`src/rtl/ps2_key_tracker_if.sv`:
```
// ps2_key_tracker_if
//   Byte-in / event-out bundle between a PS/2 byte source and the key tracker.
//   byte_valid : one-cycle strobe, byte_data carries a freshly received byte
//   byte_data  : received PS/2 byte
//   evt_valid  : pulse, a decoded key event is on evt_code/evt_break
//   evt_code   : {extended, scan code} of the last event, holds between events
//   evt_break  : 1 = release, 0 = make, holds between events
//   master : byte producer / event consumer
//   slave  : the tracker itself
interface ps2_key_tracker_if;
  logic       byte_valid;
  logic [7:0] byte_data;
  logic       evt_valid;
  logic [8:0] evt_code;
  logic       evt_break;

  modport master (
    output byte_valid, byte_data,
    input  evt_valid, evt_code, evt_break
  );

  modport slave (
    input  byte_valid, byte_data,
    output evt_valid, evt_code, evt_break
  );
endinterface

```
`src/rtl/ps2_key_tracker.sv`:
```
// ps2_key_tracker
//   Parses the raw PS/2 byte stream (E0 extended / F0 break prefixes) into
//   make/break events and keeps a held-key bitmap for NUM_KEYS configured
//   codes, with one-cycle press / release / typematic-repeat pulses.
// Ports
//   clk         : system clock
//   reset       : synchronous active-high, clears all state and outputs
//   clear       : synchronous flush of key_down and parser, no pulses
//   bus         : byte input and decoded event output (slave modport)
//   key_down    : level, key i held
//   key_press   : pulse, key i went 0->1
//   key_release : pulse, key i went 1->0
//   key_repeat  : pulse, make for key i while already held
//   err         : pulse, protocol error or prefix timeout
module ps2_key_tracker #(
  parameter int                      NUM_KEYS    = 4,
  parameter logic [9*NUM_KEYS-1:0]   KEY_CODES   = {9'h060, 9'h063, 9'h06A, 9'h061},
  parameter int                      TIMEOUT_CYC = 2_500_000
) (
  input  logic                clk,
  input  logic                reset,
  input  logic                clear,
  ps2_key_tracker_if.slave    bus,
  output logic [NUM_KEYS-1:0] key_down,
  output logic [NUM_KEYS-1:0] key_press,
  output logic [NUM_KEYS-1:0] key_release,
  output logic [NUM_KEYS-1:0] key_repeat,
  output logic                err
);

  generate
    if (NUM_KEYS < 1 || NUM_KEYS > 16) begin : g_bad_num_keys
      $error("ps2_key_tracker: NUM_KEYS must be in 1..16");
    end
  endgenerate

  localparam int             CNT_W    = $clog2(TIMEOUT_CYC + 1);
  localparam logic [CNT_W-1:0] CNT_LAST = CNT_W'(TIMEOUT_CYC - 1);

  typedef enum logic [1:0] {
    ST_IDLE,
    ST_EXT,
    ST_BRK,
    ST_EXT_BRK
  } state_t;

  state_t           state_reg, state_next;
  logic [CNT_W-1:0] cnt_reg, cnt_next;

  // Decoded event for this cycle, registered onto the outputs below.
  logic       fire_next;
  logic       fire_brk_next;
  logic [8:0] fire_code_next;
  logic       err_next;

  // Keyboard housekeeping bytes (ACK, BAT, echo, resend, overrun, pause)
  // that carry no key information when seen outside a prefix.
  function automatic logic is_ignored(input logic [7:0] b);
    case (b)
      8'hFA, 8'hAA, 8'hEE, 8'hFE, 8'h00, 8'hFF, 8'hE1: is_ignored = 1'b1;
      default:                                        is_ignored = 1'b0;
    endcase
  endfunction

  always_ff @(posedge clk) begin
    if (reset) begin
      state_reg <= ST_IDLE;
      cnt_reg   <= '0;
    end else begin
      state_reg <= state_next;
      cnt_reg   <= cnt_next;
    end
  end

  always_comb begin
    state_next     = state_reg;
    cnt_next       = cnt_reg;
    fire_next      = 1'b0;
    fire_brk_next  = 1'b0;
    fire_code_next = 9'h000;
    err_next       = 1'b0;

    if (clear) begin
      state_next = ST_IDLE;
      cnt_next   = '0;
    end else if (bus.byte_valid) begin
      // Any accepted byte restarts the prefix timeout, including a byte
      // that lands on the expiry cycle.
      cnt_next = '0;
      case (state_reg)
        ST_IDLE: begin
          if (bus.byte_data == 8'hE0) begin
            state_next = ST_EXT;
          end else if (bus.byte_data == 8'hF0) begin
            state_next = ST_BRK;
          end else if (!is_ignored(bus.byte_data)) begin
            fire_next      = 1'b1;
            fire_code_next = {1'b0, bus.byte_data};
          end
        end
        ST_EXT: begin
          if (bus.byte_data == 8'hF0) begin
            state_next = ST_EXT_BRK;
          end else if (bus.byte_data != 8'hE0) begin
            fire_next      = 1'b1;
            fire_code_next = {1'b1, bus.byte_data};
            state_next     = ST_IDLE;
          end
        end
        ST_BRK, ST_EXT_BRK: begin
          state_next = ST_IDLE;
          if (bus.byte_data == 8'hE0 || bus.byte_data == 8'hF0) begin
            err_next = 1'b1;
          end else begin
            fire_next      = 1'b1;
            fire_brk_next  = 1'b1;
            fire_code_next = {(state_reg == ST_EXT_BRK), bus.byte_data};
          end
        end
        default: state_next = ST_IDLE;
      endcase
    end else if (state_reg != ST_IDLE) begin
      if (cnt_reg == CNT_LAST) begin
        state_next = ST_IDLE;
        cnt_next   = '0;
        err_next   = 1'b1;
      end else begin
        cnt_next = cnt_reg + 1'b1;
      end
    end
  end

  always_ff @(posedge clk) begin
    if (reset) begin
      bus.evt_valid <= 1'b0;
      bus.evt_code  <= 9'h000;
      bus.evt_break <= 1'b0;
      err           <= 1'b0;
    end else begin
      bus.evt_valid <= fire_next;
      err           <= err_next;
      if (fire_next) begin
        bus.evt_code  <= fire_code_next;
        bus.evt_break <= fire_brk_next;
      end
    end
  end

  // One tracker per key; duplicate codes simply make several trackers hit.
  generate
    for (genvar gi = 0; gi < NUM_KEYS; gi++) begin : g_key
      logic down_reg, press_reg, release_reg, repeat_reg;
      logic hit;

      assign hit = fire_next && (fire_code_next == KEY_CODES[9*gi +: 9]);

      always_ff @(posedge clk) begin
        if (reset || clear) begin
          down_reg    <= 1'b0;
          press_reg   <= 1'b0;
          release_reg <= 1'b0;
          repeat_reg  <= 1'b0;
        end else begin
          press_reg   <= hit && !fire_brk_next && !down_reg;
          repeat_reg  <= hit && !fire_brk_next &&  down_reg;
          release_reg <= hit &&  fire_brk_next &&  down_reg;
          if (hit) begin
            down_reg <= !fire_brk_next;
          end
        end
      end

      assign key_down[gi]    = down_reg;
      assign key_press[gi]   = press_reg;
      assign key_release[gi] = release_reg;
      assign key_repeat[gi]  = repeat_reg;
    end
  endgenerate

endmodule

```
`src/flat_wrapper.sv`:
```
// flat-port wrapper written by rule: the top's interface ports become plain ports
module ps2_key_tracker_flat 
#(
  parameter int                      NUM_KEYS    = 4,
  parameter logic [9*NUM_KEYS-1:0]   KEY_CODES   = {9'h060, 9'h063, 9'h06A, 9'h061},
  parameter int                      TIMEOUT_CYC = 2_500_000
)
  (clk, reset, clear, key_down, key_press, key_release, key_repeat, err, bus_byte_valid, bus_byte_data, bus_evt_valid, bus_evt_code, bus_evt_break);
  ps2_key_tracker_if bus_i ();
  input  logic clk;
  input  logic reset;
  input  logic clear;
  output logic [NUM_KEYS-1:0] key_down;
  output logic [NUM_KEYS-1:0] key_press;
  output logic [NUM_KEYS-1:0] key_release;
  output logic [NUM_KEYS-1:0] key_repeat;
  output logic err;
  input wire logic [$bits(bus_i.byte_valid)-1:0] bus_byte_valid;
  input wire logic [$bits(bus_i.byte_data)-1:0] bus_byte_data;
  output wire logic [$bits(bus_i.evt_valid)-1:0] bus_evt_valid;
  output wire logic [$bits(bus_i.evt_code)-1:0] bus_evt_code;
  output wire logic [$bits(bus_i.evt_break)-1:0] bus_evt_break;
  assign bus_i.byte_valid = bus_byte_valid;
  assign bus_i.byte_data = bus_byte_data;
  assign bus_evt_valid = bus_i.evt_valid;
  assign bus_evt_code = bus_i.evt_code;
  assign bus_evt_break = bus_i.evt_break;
  ps2_key_tracker #(.NUM_KEYS(NUM_KEYS), .KEY_CODES(KEY_CODES), .TIMEOUT_CYC(TIMEOUT_CYC)) u_core (.clk(clk), .reset(reset), .clear(clear), .bus(bus_i), .key_down(key_down), .key_press(key_press), .key_release(key_release), .key_repeat(key_repeat), .err(err));
endmodule
```
`config.mk`:
```
export PLATFORM = sky130hd
export DESIGN_NAME = ps2_key_tracker_flat
export DESIGN_NICKNAME = d
export VERILOG_FILES = /design/src/rtl/ps2_key_tracker_if.sv /design/src/rtl/ps2_key_tracker.sv /design/src/flat_wrapper.sv
export SDC_FILE = /design/constraint.sdc
export NUM_CORES = 1
export LEC_CHECK = 0
export CORE_MARGIN = 1
export CORE_UTILIZATION = 45
export DETAILED_ROUTE_END_ITERATION = 10
export DONT_BUFFER_PORTS = 1
export HOLD_SLACK_MARGIN = 0.03
export MAX_ROUTING_LAYER = met4
export PLACE_DENSITY_LB_ADDON = 0.05
export SYNTH_ARGS = -nofsm -noshare
export SYNTH_HDL_FRONTEND = slang
export SYNTH_SLANG_ARGS = --single-unit
export TNS_END_PERCENT = 30
```
`constraint.sdc`:
```
create_clock -name clk -period 2.2 [get_ports clk]
set_clock_uncertainty 0.15 [all_clocks]
set_input_delay 0.44 -clock clk [delete_from_list [all_inputs] [get_ports clk]]
set_output_delay 0.44 -clock clk [all_outputs]
set_load 0.01 [all_outputs]
```
After elaboration in Yosys (flattened, before gate mapping)
Index checks and enable logic that the tools add are counted.
{"block": "classes", "add_sub_neg": 1, "eq_ne": 19, "mux": 41, "n_reduce_logical": 41}
{"operator": "$eq A8 B8 Y1 const B", "count": 8}
{"operator": "$mux W9", "count": 7}
{"operator": "$eq A9 B7 Y1 const B", "count": 4}
{"operator": "$pmux W9 S3", "count": 1}
{"operator": "$logic_and A1 B1 Y1", "count": 24}
{"operator": "$add A22 B1 Y22 const B", "count": 1}
{"operator": "$eq A22 B22 Y1 const B", "count": 1}
{"operator": "$mux W1", "count": 22}
{"operator": "$mux W22", "count": 1}
{"operator": "$mux W2", "count": 7}
{"operator": "$logic_not A8 Y1", "count": 1}
{"operator": "$mux W8", "count": 1}
{"operator": "$ne A4 B2 Y1 const B", "count": 2}
{"operator": "$ne A8 B8 Y1 const B", "count": 1}
{"operator": "$reduce_or A7 Y1", "count": 1}
{"operator": "$pmux W2 S3", "count": 1}
{"operator": "$reduce_bool A2 Y1", "count": 3}
{"operator": "$logic_not A1 Y1", "count": 5}
{"operator": "$eq A2 B2 Y1 const B", "count": 2}
{"operator": "$reduce_and A4 Y1", "count": 1}
{"operator": "$reduce_or A2 Y1", "count": 2}
{"operator": "$pmux W1 S3", "count": 1}
{"operator": "$reduce_or A3 Y1", "count": 1}
{"operator": "$eq A2 B1 Y1 const B", "count": 1}
{"operator": "2 further kinds", "count": 3}
{"block": "totals", "regBits": 52, "in_bits": 12, "out_inout_bits": 28, "elab_cells": 124}

Logic depth before layout (Yosys ltp)
Gate-level depths: netlist of the first run.
{"block": "depth", "word_depth": 18, "mapped_depth": 7, "ltp_nobuf": 6}

Worst setup path after synthesis of the first run
OpenSTA, ideal clock, no wires.
{"block": "synth_path", "kind": "input to register", "start": "in bus_byte_data[0]", "end": "reg u_core.bus.evt_code[7]", "required_time_ns": 1.983, "n_path_buf": 2, "slack_ns": 0.173, "stages": 6, "arrival_ns": 1.810, "setup_time_ns": 0.067, "cell_sequence": "buf_2 and4b_4 o311a_4 buf_6 or3b_1 a21oi_2"}
{"block": "synth_between", "elab_chain_len": 14, "elab_cells_between_ends": 36}
{"item": "start, declared", "line": "flat_wrapper.sv:19", "rtl": "input wire logic [$bits(bus_i.byte_data)-1:0] bus_byte_data;"}
{"item": "$eq A8 B8 Y1 / $logic_not A8 Y1 (equally long branches)", "line": "ps2_key_tracker.sv:59", "rtl": "case (b)"}
{"item": "$reduce_or A7 Y1", "line": "ps2_key_tracker.sv:59"}
{"item": "$mux W1", "line": "ps2_key_tracker.sv:59"}
{"item": "$mux W1", "line": "ps2_key_tracker.sv:94", "rtl": "end else if (bus.byte_data == 8'hF0) begin"}
{"item": "$mux W1", "line": "ps2_key_tracker.sv:92", "rtl": "if (bus.byte_data == 8'hE0) begin"}
{"item": "$mux W1", "line": "ps2_key_tracker.sv:90", "rtl": "case (state_reg)"}
{"item": "$mux W1", "line": "ps2_key_tracker.sv:86", "rtl": "end else if (bus.byte_valid) begin"}
{"item": "$mux W1", "line": "ps2_key_tracker.sv:83", "rtl": "if (clear) begin"}
{"item": "$mux W8 / $mux W1 (equally long branches)", "line": "ps2_key_tracker.sv:96", "rtl": "end else if (!is_ignored(bus.byte_data)) begin"}
{"item": "$mux W9 / $mux W1 (equally long branches)", "line": "ps2_key_tracker.sv:94"}
{"item": "$mux W9 / $mux W1 (equally long branches)", "line": "ps2_key_tracker.sv:92"}
{"item": "$pmux W9 S3 / $pmux W1 S3 (equally long branches)", "line": "ps2_key_tracker.sv:90"}
{"item": "$mux W9 / $mux W1 (equally long branches)", "line": "ps2_key_tracker.sv:86"}
{"item": "$mux W9 / $mux W1 (equally long branches)", "line": "ps2_key_tracker.sv:83"}
{"item": "end signal, assigned", "line": "ps2_key_tracker.sv:143", "rtl": "bus.evt_code <= fire_code_next;"}
{"item": "end, declared", "line": "ps2_key_tracker_if.sv:24", "rtl": "output evt_valid, evt_code, evt_break"}
Parallel ways exist; a longest one is shown, timed or not. The select of a mux whose other input is x is not followed.
A chain may end at the register's enable or synchronous reset.

Worst setup path in the final report of the first run
{"block": "layout_path", "start": "reg u_core.state_reg[1]", "end": "reg u_core.cnt_reg[16]"}
{"block": "layout_between", "elab_chain_len": 1}
{"item": "start, declared", "line": "ps2_key_tracker.sv:47", "rtl": "state_t state_reg, state_next;"}
{"item": "start signal, assigned", "line": "ps2_key_tracker.sv:70", "rtl": "state_reg <= state_next;"}
{"item": "$reduce_bool A2 Y1", "line": "ps2_key_tracker.sv:122", "rtl": "end else if (state_reg != ST_IDLE) begin"}
{"item": "end signal, assigned", "line": "ps2_key_tracker.sv:71", "rtl": "cnt_reg <= cnt_next;"}
{"item": "end, declared", "line": "ps2_key_tracker.sv:48", "rtl": "logic [CNT_W-1:0] cnt_reg, cnt_next;"}
Every way passes these cells.

==> results of run 1 <==
## power groups by stage
stage	Sequential [W]	Combinational (W)	Clock, W
after floorplan	0.000978	0.0000592	0
after detailed placement	0.000979	0.0000597	0
after global routing	0.000958	0.0000701	0.000767
after global placement	0.000979	0.0000597	0
after CTS	0.000957	0.0000598	0.000729
final	0.000957	0.0000619	0.000708
## area by class of cell
class	count	area [um^2]	share of cell area, %
sequential	52	1040	41.0
timing repair buffer	10	77.6	3.05
clock inverter	1	30.0	1.18
clock buffer	7	96.3	3.79
multi-input combinational	187	1190	46.8
inverter	5	18.8	0.739
tap	70	87.6	3.45
## through the flow
stage | setup slack [ps] | util, % | cells
2_1_floorplan | 173 | - | 270
3_3_place_gp | 171 | 46.8 | 323
3_5_place_dp | 137 | 46.8 | 323
4_1_cts | 258 | 49.2 | 331
5_1_grt | 36.3 | 49.4 | 332
6_report | 247 | 49.4 | 332
## synth_stat cells (3+ instances only)
library cell  number
o32ai_1            4
nand3_1           10
nor4_1             4
nand4_1            6
clkbuf_1           5
and4_1             3
o21ai_0            9
nand2_1           25
inv_1              5
nor4b_1            4
xor2_1            16
nor2_1            37
or3b_2             3
xnor2_1            6
dfxtp_1           52
a21oi_1            7
buf_4             17
and2_1             3
nor3_1            10
## worst max-delay path, cell delays in order (launching register included)
cell      delay, ps
dfxtp_1         560
o211ai_1        260
nor4_1          380
buf_4           190
nand4_1         110
xor2_1          150
nor2_1           50
## layer usage
layer / global-route usage, % / routed length, um / up-vias
met4: 5.56 / 57 / 0
met5: - / 0 / -
li1: - / - / 910
met3: 5.16 / 262 / 5
met2: 24.6 / 1890 / 29
met1: 28.0 / 2570 / 819
## repair_timing
action,4_1_cts,5_1_grt
setup endpoints to repair,0,0
hold buffers,0,1
gates resized for setup,0,0
endpoints found under the hold margin,0,2
## cell families (layout without fill, tap and decap cells)
kind of cell | Yosys count | count (layout)
compound gates | 34 | 34
xor+xnor | 22 | 22
fa+ha+maj | 1 | 1
buf+inv | 31 | 23
flops | 52 | 52
mux | 3 | 3
simple gates | 127 | 127
## path summary, 6_finish.rpt
| kind | start | to | slack [ps] |
|---|---|---|---|
| max | u_core.state_reg[1] | u_core.cnt_reg[16] | 250 |
| min | reset | u_core.bus.evt_code[5] | 50 |
| max reg2reg | u_core.state_reg[1] | u_core.cnt_reg[16] | 250 |
| min reg2reg | u_core.cnt_reg[1] | u_core.cnt_reg[1] | 330 |
==> key figures, run 1 <==
Detailed routing
  – WL/cell: around 14 um
  – Remaining DRCs: 0
  – Number of DRC markers in iteration 0: between 50 and 60
  – Via count: 1763
  – DRT antenna net count: 0
  – DRT Pass-1 Iters: 4
  – Final wirelength: approximately 4.8 mm
  – Via density: ~5.3

Clock network
  – CTS Buf Count: 5
  – CTS tree: yes
  – CTS Sinks: 52
  – Clk_lat worst skew: ~300 ps
  – Setup bufs post-CTS: 0
  – CTS clock-pin slew for the worst setup and hold paths: 90 ps
  – Clock Path Buffers: 2
  – CTS H-Tree Depth: 2
  – Root Buffer: clkbuf_8

STA
  – Highest clock rate: between 500 and 600 MHz
  – Max Slew Vio Count: 0
  – Post-layout min period: 1950 ps
  – Sum of negative setup slack: 0 ps
  – Final Hold Fails: 0
  – Hold Slack: 51.4 ps
  – Final number of setup-violating endpoints: 0
  – RSZ-0062 raised after global routing: no
  – Worst slew margin: 69.6%
  – Period utilization: around nine tenths
  – Worst slew pin tran: ~450 ps

Power
  – Pwr/cell area: a little under 700 nW/um^2
  – Total Power: roughly 0.0017 W
  – VDD IR max: approximately 0.26 mV
  – P_sw: around 0.00035 W
  – Sw Ratio: 20.3%
  – Combinational power share: 3.6%
  – Internal: 0.00138 W
  – Part of the power in registers: between 50% and 60%
  – Clock power share: 41.0%
  – Leakage power: 0.805 nW

Setup path
  – CP arrival: 2000 ps
  – R2R depth: 6
  – CP startpoint kind: flip-flop
  – Req. time, crit path: about 2200 ps
  – Worst setup path class: flip-flop to flip-flop
  – Crit end category: flip-flop
  – Crit Path Max Fanout: 10

Global route
  – Pin count of the biggest net entering global routing: 22
  – Vias in the first global route: about 1500
  – First-pass GRT wire length: ~7.8 mm
  – Initial antenna violation count: 0
  – Total Routing Usage GR: 18.9%
  – Grt total ovfl: 0

Run
  – Max Cap Viol: 0

Place
  – Post-DP HPWL: 3.40 mm
  – Area after DPL: ~2400 um^2
  – Gpl congestion: between 0.7 and 0.8
  – IO Port Bufs: 0

Synth
  – Post-synth cell types: between 50 and 60
  – Synth Instances: 270
  – Async S/R FF share, synth: 0%
  – Register area share after synthesis: between 40% and 50%
  – Area leader, netlist: dfxtp_1
  – Largest family of logic cells by synthesized area: simple AND/OR/NAND/NOR gates
  – Post-synthesis simple-gate area fraction: ~28%
  – FF+latch count, synth: 52
  – Post-synth EDFFs: 0
  – XOR/XNOR share of the synthesized area: under 10%
  – Post-Syn Area: about 2400 um^2
  – Synthesized Nets: around 280
  – Synth area leaders: dfxtp_1 43%, xor2_1 5.8%, nor2_1 5.7%
  – Adder-Cell Fraction of Synth Area: less than 1%
  – Mapped Avg Cell Area: between 8 and 9 um^2
  – Synth warnings: 0
  – Share of the synthesized area in the top cell type: 42.9%
  – Mux cell area share after synthesis: under 10%
  – Compound-Gate Fraction of Synth Area: between 10% and 20%
  – Synth Flop Type: dfxtp_1

Final layout
  – Most frequent cells in the layout: 52 x dfxtp_1, 37 x nor2_1, 25 x nand2_1
  – Share of layout cells above drive strength 1: ~14%
  – Antenna diode count: 0
  – Max reg flops: 22
  – Fin nets: approximately 270
  – Finished Cell Area: around 2500 um^2
  – Commonest non-fill, non-tap cell in the layout: dfxtp_1
  – FILL cells: around 540
  – Synth-to-layout area growth: 4.64%

Die
  – Die extent in y: between 70 and 80 um
  – IO Pins: 40
  – # rows: 26
  – Die area: around 5700 um^2
  – Initial Utilization: 47.2%
  – Core area: 5140 um^2
  – Die width: approximately 75 um

Hold path
  – Worst hold stages: 1
  – Worst min-delay path class: input pin to flip-flop

Outcome
  – Status: finished, final reports clean
Note: power is estimated with default switching activity, not from simulation.
==> inputs of run 2 (changes only) <==
--- a/config.mk
+++ b/config.mk
@@ -5,7 +5,6 @@
 export SDC_FILE = /design/constraint.sdc
 export NUM_CORES = 1
 export LEC_CHECK = 0
-export CORE_MARGIN = 1
 export CORE_UTILIZATION = 45
 export DETAILED_ROUTE_END_ITERATION = 10
 export DONT_BUFFER_PORTS = 1
==> results of run 2 <==
Final layout, timing and power as in run 1 (identical DEF).
